$ cat config.mk
export PLATFORM = sky130hd
export DESIGN_NAME = mul_ctrl
export DESIGN_NICKNAME = d
export VERILOG_FILES = /design/src/rtl/mul_ctrl.sv
export SDC_FILE = /design/constraint.sdc
export NUM_CORES = 1
export LEC_CHECK = 0
export ABC_AREA = 1
export BUFFER_PORTS_ARGS = -buffer_cell sky130_fd_sc_hd__clkbuf_2
export CAP_MARGIN = 20
export CELL_PAD_IN_SITES_DETAIL_PLACEMENT = 0
export CELL_PAD_IN_SITES_GLOBAL_PLACEMENT = 1
export CORE_UTILIZATION = 45
export DETAILED_ROUTE_END_ITERATION = 6
export PLACE_DENSITY = 0.86
export SLEW_MARGIN = 20
export SYNTH_ARGS = -nofsm -noshare
export SYNTH_HDL_FRONTEND = slang
export SYNTH_SLANG_ARGS = --single-unit
$ cat constraint.sdc
create_clock -name clk -period 6.55 [get_ports clk]
set_input_delay 0.3275 -clock clk [delete_from_list [all_inputs] [get_ports clk]]
set_output_delay 0.3275 -clock clk [all_outputs]
set_load 0.005 [all_outputs]
$ cat src/rtl/mul_ctrl.sv
// -----------------------------------------------------------------------------
// mul_ctrl
//   Arbitration and sequencing wrapper around a 4x4 multi-cycle multiplier.
//   Two requesters share one multiplier. Arbitration is round-robin. The
//   winner's operands are captured and held for the three edges the
//   multiplier needs. The 8-bit product is returned with a one-cycle done
//   pulse to the requester that owns the operation.
//
//   The multiplier datapath (stages p0 -> p1 -> p) is kept in this file. It
//   has no valid or hold logic and no reset, as the original multiplier does.
//
// Ports
//   clk            single clock, rising edge
//   rst_n          asynchronous active-low reset
//   req0/req1      level requests
//   a0,b0 / a1,b1  4-bit operands, sampled on the grant edge
//   gnt0/gnt1      one-cycle grant pulse (registered)
//   done0/done1    one-cycle result-valid pulse (registered)
//   p_out          product of the last completed operation, held between completions
//   busy           high whenever the controller is not idle
// -----------------------------------------------------------------------------
module mul_ctrl (
  input  logic       clk,
  input  logic       rst_n,
  input  logic       req0,
  input  logic [3:0] a0,
  input  logic [3:0] b0,
  input  logic       req1,
  input  logic [3:0] a1,
  input  logic [3:0] b1,
  output logic       gnt0,
  output logic       gnt1,
  output logic       done0,
  output logic       done1,
  output logic [7:0] p_out,
  output logic       busy
);

  typedef enum logic [1:0] {
    S_IDLE = 2'd0,
    S_RUN  = 2'd1,
    S_CAP  = 2'd2
  } state_t;

  state_t     r_state;
  logic [3:0] r_a;
  logic [3:0] r_b;
  logic       r_owner;
  logic       r_last;
  logic [1:0] r_cnt;
  logic       r_gnt0;
  logic       r_gnt1;
  logic       r_done0;
  logic       r_done1;
  logic [7:0] r_p_out;

  // Multiplier pipeline registers
  logic [7:0] r_p0;
  logic [7:0] r_p1;
  logic [7:0] r_p;

  logic       w_any_req;
  logic       w_win;
  logic [7:0] w_pp_lo;
  logic [7:0] w_pp_hi;

  // On a tie the requester that did not win last time goes first.
  assign w_any_req = req0 | req1;
  assign w_win     = (req0 & req1) ? ~r_last : req1;

  // Partial products: low operand bits b[1:0], then high bits b[3:2] weighted by 4.
  assign w_pp_lo = {4'b0000, r_a} * {6'b000000, r_b[1:0]};
  assign w_pp_hi = ({4'b0000, r_a} * {6'b000000, r_b[3:2]}) << 2;

  // NOTE: these datapath registers are deliberately left without a reset. The
  // three edges during which r_a/r_b are held rewrite all of them before r_p is
  // read in CAP, so stale contents never reach p_out.
  always_ff @(posedge clk) begin
    r_p0 <= w_pp_lo;
    r_p1 <= r_p0 + w_pp_hi;
    r_p  <= r_p1;
  end

  // NOTE: all state uses non-blocking assignments. Every register then updates
  // from values sampled at the same edge, whatever the order of the statements.
  always_ff @(posedge clk or negedge rst_n) begin
    if (!rst_n) begin
      r_state <= S_IDLE;
      r_a     <= 4'd0;
      r_b     <= 4'd0;
      r_owner <= 1'b0;
      r_last  <= 1'b1;
      r_cnt   <= 2'd0;
      r_gnt0  <= 1'b0;
      r_gnt1  <= 1'b0;
      r_done0 <= 1'b0;
      r_done1 <= 1'b0;
      r_p_out <= 8'h00;
    end else begin
      // NOTE: the pulses default low on every edge. A state only raises the
      // pulse it needs, so every pulse lasts exactly one cycle.
      r_gnt0  <= 1'b0;
      r_gnt1  <= 1'b0;
      r_done0 <= 1'b0;
      r_done1 <= 1'b0;
      case (r_state)
        S_IDLE: begin
          if (w_any_req) begin
            r_a     <= w_win ? a1 : a0;
            r_b     <= w_win ? b1 : b0;
            r_owner <= w_win;
            r_last  <= w_win;
            r_cnt   <= 2'd0;
            r_gnt0  <= ~w_win;
            r_gnt1  <= w_win;
            r_state <= S_RUN;
          end
        end
        S_RUN: begin
          // r_a/r_b are held here while the multiplier stages fill.
          r_cnt <= r_cnt + 2'd1;
          if (r_cnt == 2'd2) begin
            r_state <= S_CAP;
          end
        end
        S_CAP: begin
          r_p_out <= r_p;
          r_done0 <= ~r_owner;
          r_done1 <= r_owner;
          r_state <= S_IDLE;
        end
        default: begin
          r_state <= S_IDLE;
        end
      endcase
    end
  end

  assign gnt0  = r_gnt0;
  assign gnt1  = r_gnt1;
  assign done0 = r_done0;
  assign done1 = r_done1;
  assign p_out = r_p_out;
  assign busy  = (r_state != S_IDLE);

endmodule

==> impl_summary.log <==
INFO  metric status = completed
INFO  metric detailedRoute.firstIterationViolations = 47
INFO  metric drt-total-wl = 2.98 mm
INFO  metric max_freq = 0.458 GHz
INFO  metric ys_seq_elements = 48
INFO  metric required = 6.73 ns
INFO  metric initial_utilization = 0.485
INFO  metric ys_top_cells_by_count = nand2_1 (46), inv_1 (32), dfrtp_1 (25)
INFO  metric gr-usage-all-layers = 0.155
INFO  metric synth_top_cell_by_area = dfrtp_1
INFO  metric post-route-util = 0.560
INFO  metric regToRegStartpoint = r_a[0]
INFO  metric vias = 1372
INFO  metric setup.worst_path.start = r_a[0]
INFO  metric crit_path_class = reg -> reg
INFO  metric place_congestion = 0.844
INFO  metric grt_pass1_wl = between 5 and 6 mm
INFO  metric setup_viol = 0
INFO  metric remaining_drc_errors = 0
INFO  metric timing.final.hold_violations = 0
INFO  metric path_cells = nand2_1, inv_1, ha_1, fa_1, xor2_1, ha_1, a21oi_1, o21ai_0, xor2_1
INFO  metric final-max-slew-violation-count = 0
INFO  metric setup-tns-final = 0 ns
INFO  metric route.detailed.wl_per_inst = 10.2 um
INFO  metric synth_top_cells_by_area = dfrtp_1 (31%), dfxtp_1 (22%), nand2_1 (8.6%)
INFO  metric timing.final.crit_period = 2.18 ns
INFO  metric critPathLaunchType = flop
INFO  metric final_nets = 276
INFO  metric number_of_enable_flip_flop_cells_after_synthesis = 0
INFO  metric cts_tree = built
INFO  metric drt-vias-per-instance = 4.68
INFO  metric post_placement_worst_setup_slack = ~4.4 ns
INFO  metric grt_antenna_before_repair = 0
INFO  metric detail-route-antenna-nets = 0
INFO  metric skew_final = between 0.004 and 0.005 ns
INFO  metric ir_worst_vdd = 0.196 mV
INFO  metric syn2layout_area_growth = 15.5%
INFO  metric syn_area_per_cell = between 9 and 10 sq um
INFO  metric synth_fp_nets = approximately 240
INFO  metric hpwl = 2.33 mm
INFO  metric io_buffers = 32
INFO  metric powerDensity = 455 nW/um^2
INFO  metric io-pin-count = 33
INFO  metric coreArea = 4120 sq um
INFO  metric cp_max_fo = 5
INFO  metric clock_path_buffers = 2
INFO  metric chipWidth = 68.6 um
INFO  metric ys.warnings.count = 0
INFO  metric netlist-cell-type-count = 23
INFO  metric worst_slew_pin_slew = between 0.6 and 0.7 ns
INFO  metric critical-path-slowest-cell = dfrtp_1
INFO  metric finalCritPeriodShare = 0.334
INFO  metric critical_path.top_delay_family = adder cells
INFO  metric critical_path.n_buffers_inverters = 1
INFO  metric cts_inserted_buffers = 5
INFO  metric post_cts_resize_count = 0
INFO  metric vias_in_the_first_global_route = approximately 1300
INFO  metric clock_tree.root_cell = clkbuf_8
INFO  metric cts-htree-levels = 2
INFO  metric critical-path-max-stage-delay = roughly 0.42 ns
INFO  metric post_synthesis_async_set_or_reset_flop_share = 0.542
INFO  metric post-synth-top-count-cell = nand2_1
INFO  metric core.rowCount = 23
INFO  metric postSynthCellCount = 204
INFO  metric rsz_0062_raised_after_global_routing = false
INFO  metric cts.clk_slew.worst_paths = 0.08 ns
INFO  metric gr-total-overflow = 0
INFO  metric critPathArrivalTime = 2.37 ns
INFO  metric fp.dieArea = 4710 sq um
INFO  metric insertion_delay = 0.29 ns
INFO  metric final_critical_path_setup_slack = 4.37 ns
INFO  metric synth_sequential_area_ratio = 0.547
INFO  metric detail_route.first_pass.iterations = 4
INFO  metric antennaDiodeCount = 0
INFO  metric drive_gt1_frac = 0.222
INFO  metric cts.repair_timing.setup_buffer_count = 0
INFO  metric end_kind = flop
INFO  metric fp.dieH = a little under 70 um
INFO  metric grt_max_degree = 27
INFO  metric worst_hold_path_type = in -> async
INFO  metric post_synth_instance_area = 2000 sq um
INFO  metric timing.slew.headroom = 0.576
INFO  metric ctsHoldBuffers = 0
INFO  metric static-leakage-power = 1.28 nW
INFO  metric post-route-cell-area = between 2000 and 2500 sq um
INFO  metric placedInstanceArea = 2210 sq um
INFO  metric synthDominantCellAreaShare = 0.313
INFO  metric cts.sinks = 48
INFO  metric drv_cap = 0
INFO  metric ys_dominant_reg_cell = dfrtp_1
-- power by group --
| group | total, mW | internal (mW) | leakage, nW | switching [mW] |
|---|---|---|---|---|
| clock | 0.179 | 0.0854 | 0.0434 | 0.0934 |
| sequential | 0.490 | 0.423 | 0.509 | 0.0674 |
| combinational | 0.380 | 0.168 | 0.725 | 0.211 |
| total | 1.05 | 0.677 | 1.28 | 0.372 |
-- cell usage in the layout, fill, tap and decap left out, types with 6 or more instances in the layout --
master,Yosys,final
clkbuf_2,0,32
clkbuf_8,0,6
dfrtp_1,25,25
dfxtp_1,22,22
ha_1,11,11
inv_1,32,32
mux2_2,8,8
nand2_1,46,46
nand3_1,10,10
nor2_1,13,13
o21ai_0,10,10
o21ai_1,7,7
-- registers in the layout, summed over array words and instances (netlist names) --
register	count
r_state	2
r_p1	8
p_out	8
r_p	8
gnt0	1
r_owner	1
r_a	4
done0	1
done1	1
gnt1	1
r_b	4
r_cnt	2
r_p0	6
r_last	1
-- logic make-up (layout without fill, tap and decap cells) --
kind of cell	count (synthesis)	in the layout	synth area share
AOI/OAI and AO/OA	21	21	0.0545
adders and majority gates	14	14	0.0990
and+or+nand+nor	73	73	0.159
xor gates and xnor gates	6	6	0.0263
buffers and inverters	34	73	0.0689
muxes	8	8	0.0451
DFF	48	48	0.547
-- worst paths after layout --
kind,cells past startpoint,to,slack (ns)
min in group clk,3,r_b[3],0.24
min reg2reg,0,r_p1[0],0.33
max reg2reg,9,r_p1[6],4.37
min,1,done1,0.04
max in group asynchronous,1,p_out[0],6.10
max,9,r_p1[6],4.37
-- through the flow --
stage	instances	hold slack [ns]	power, mW
6_report	293	0.0405	1.05
3_3_place_gp	285	0.310	0.874
4_1_cts	293	0.0591	1.07
2_1_floorplan	204	0.0319	0.777
3_5_place_dp	285	0.312	0.885
5_1_grt	293	0.0843	1.16
-- cell type report --
class	instances	area [sq um]
Fill cell	374	1810
Sequential cell	48	1090
Multi-Input combinational cell	122	767
Timing Repair Buffer	32	160
Inverter	33	126
Clock buffer	6	82.6
Tap cell	50	62.6
Clock inverter	2	15.0
-- metal layers --
| layer | routed length, um | track usage | vias to the layer above |
|---|---|---|---|
| li1 | - | - | 711 |
| met1 | 1400 | 0.171 | 628 |
| met2 | 1380 | 0.270 | 28 |
| met3 | 128 | 0.0461 | 5 |
| met4 | 61 | 0.0781 | 0 |
| met5 | 0 | 0 | - |
Power figures use the tool's default switching activity.
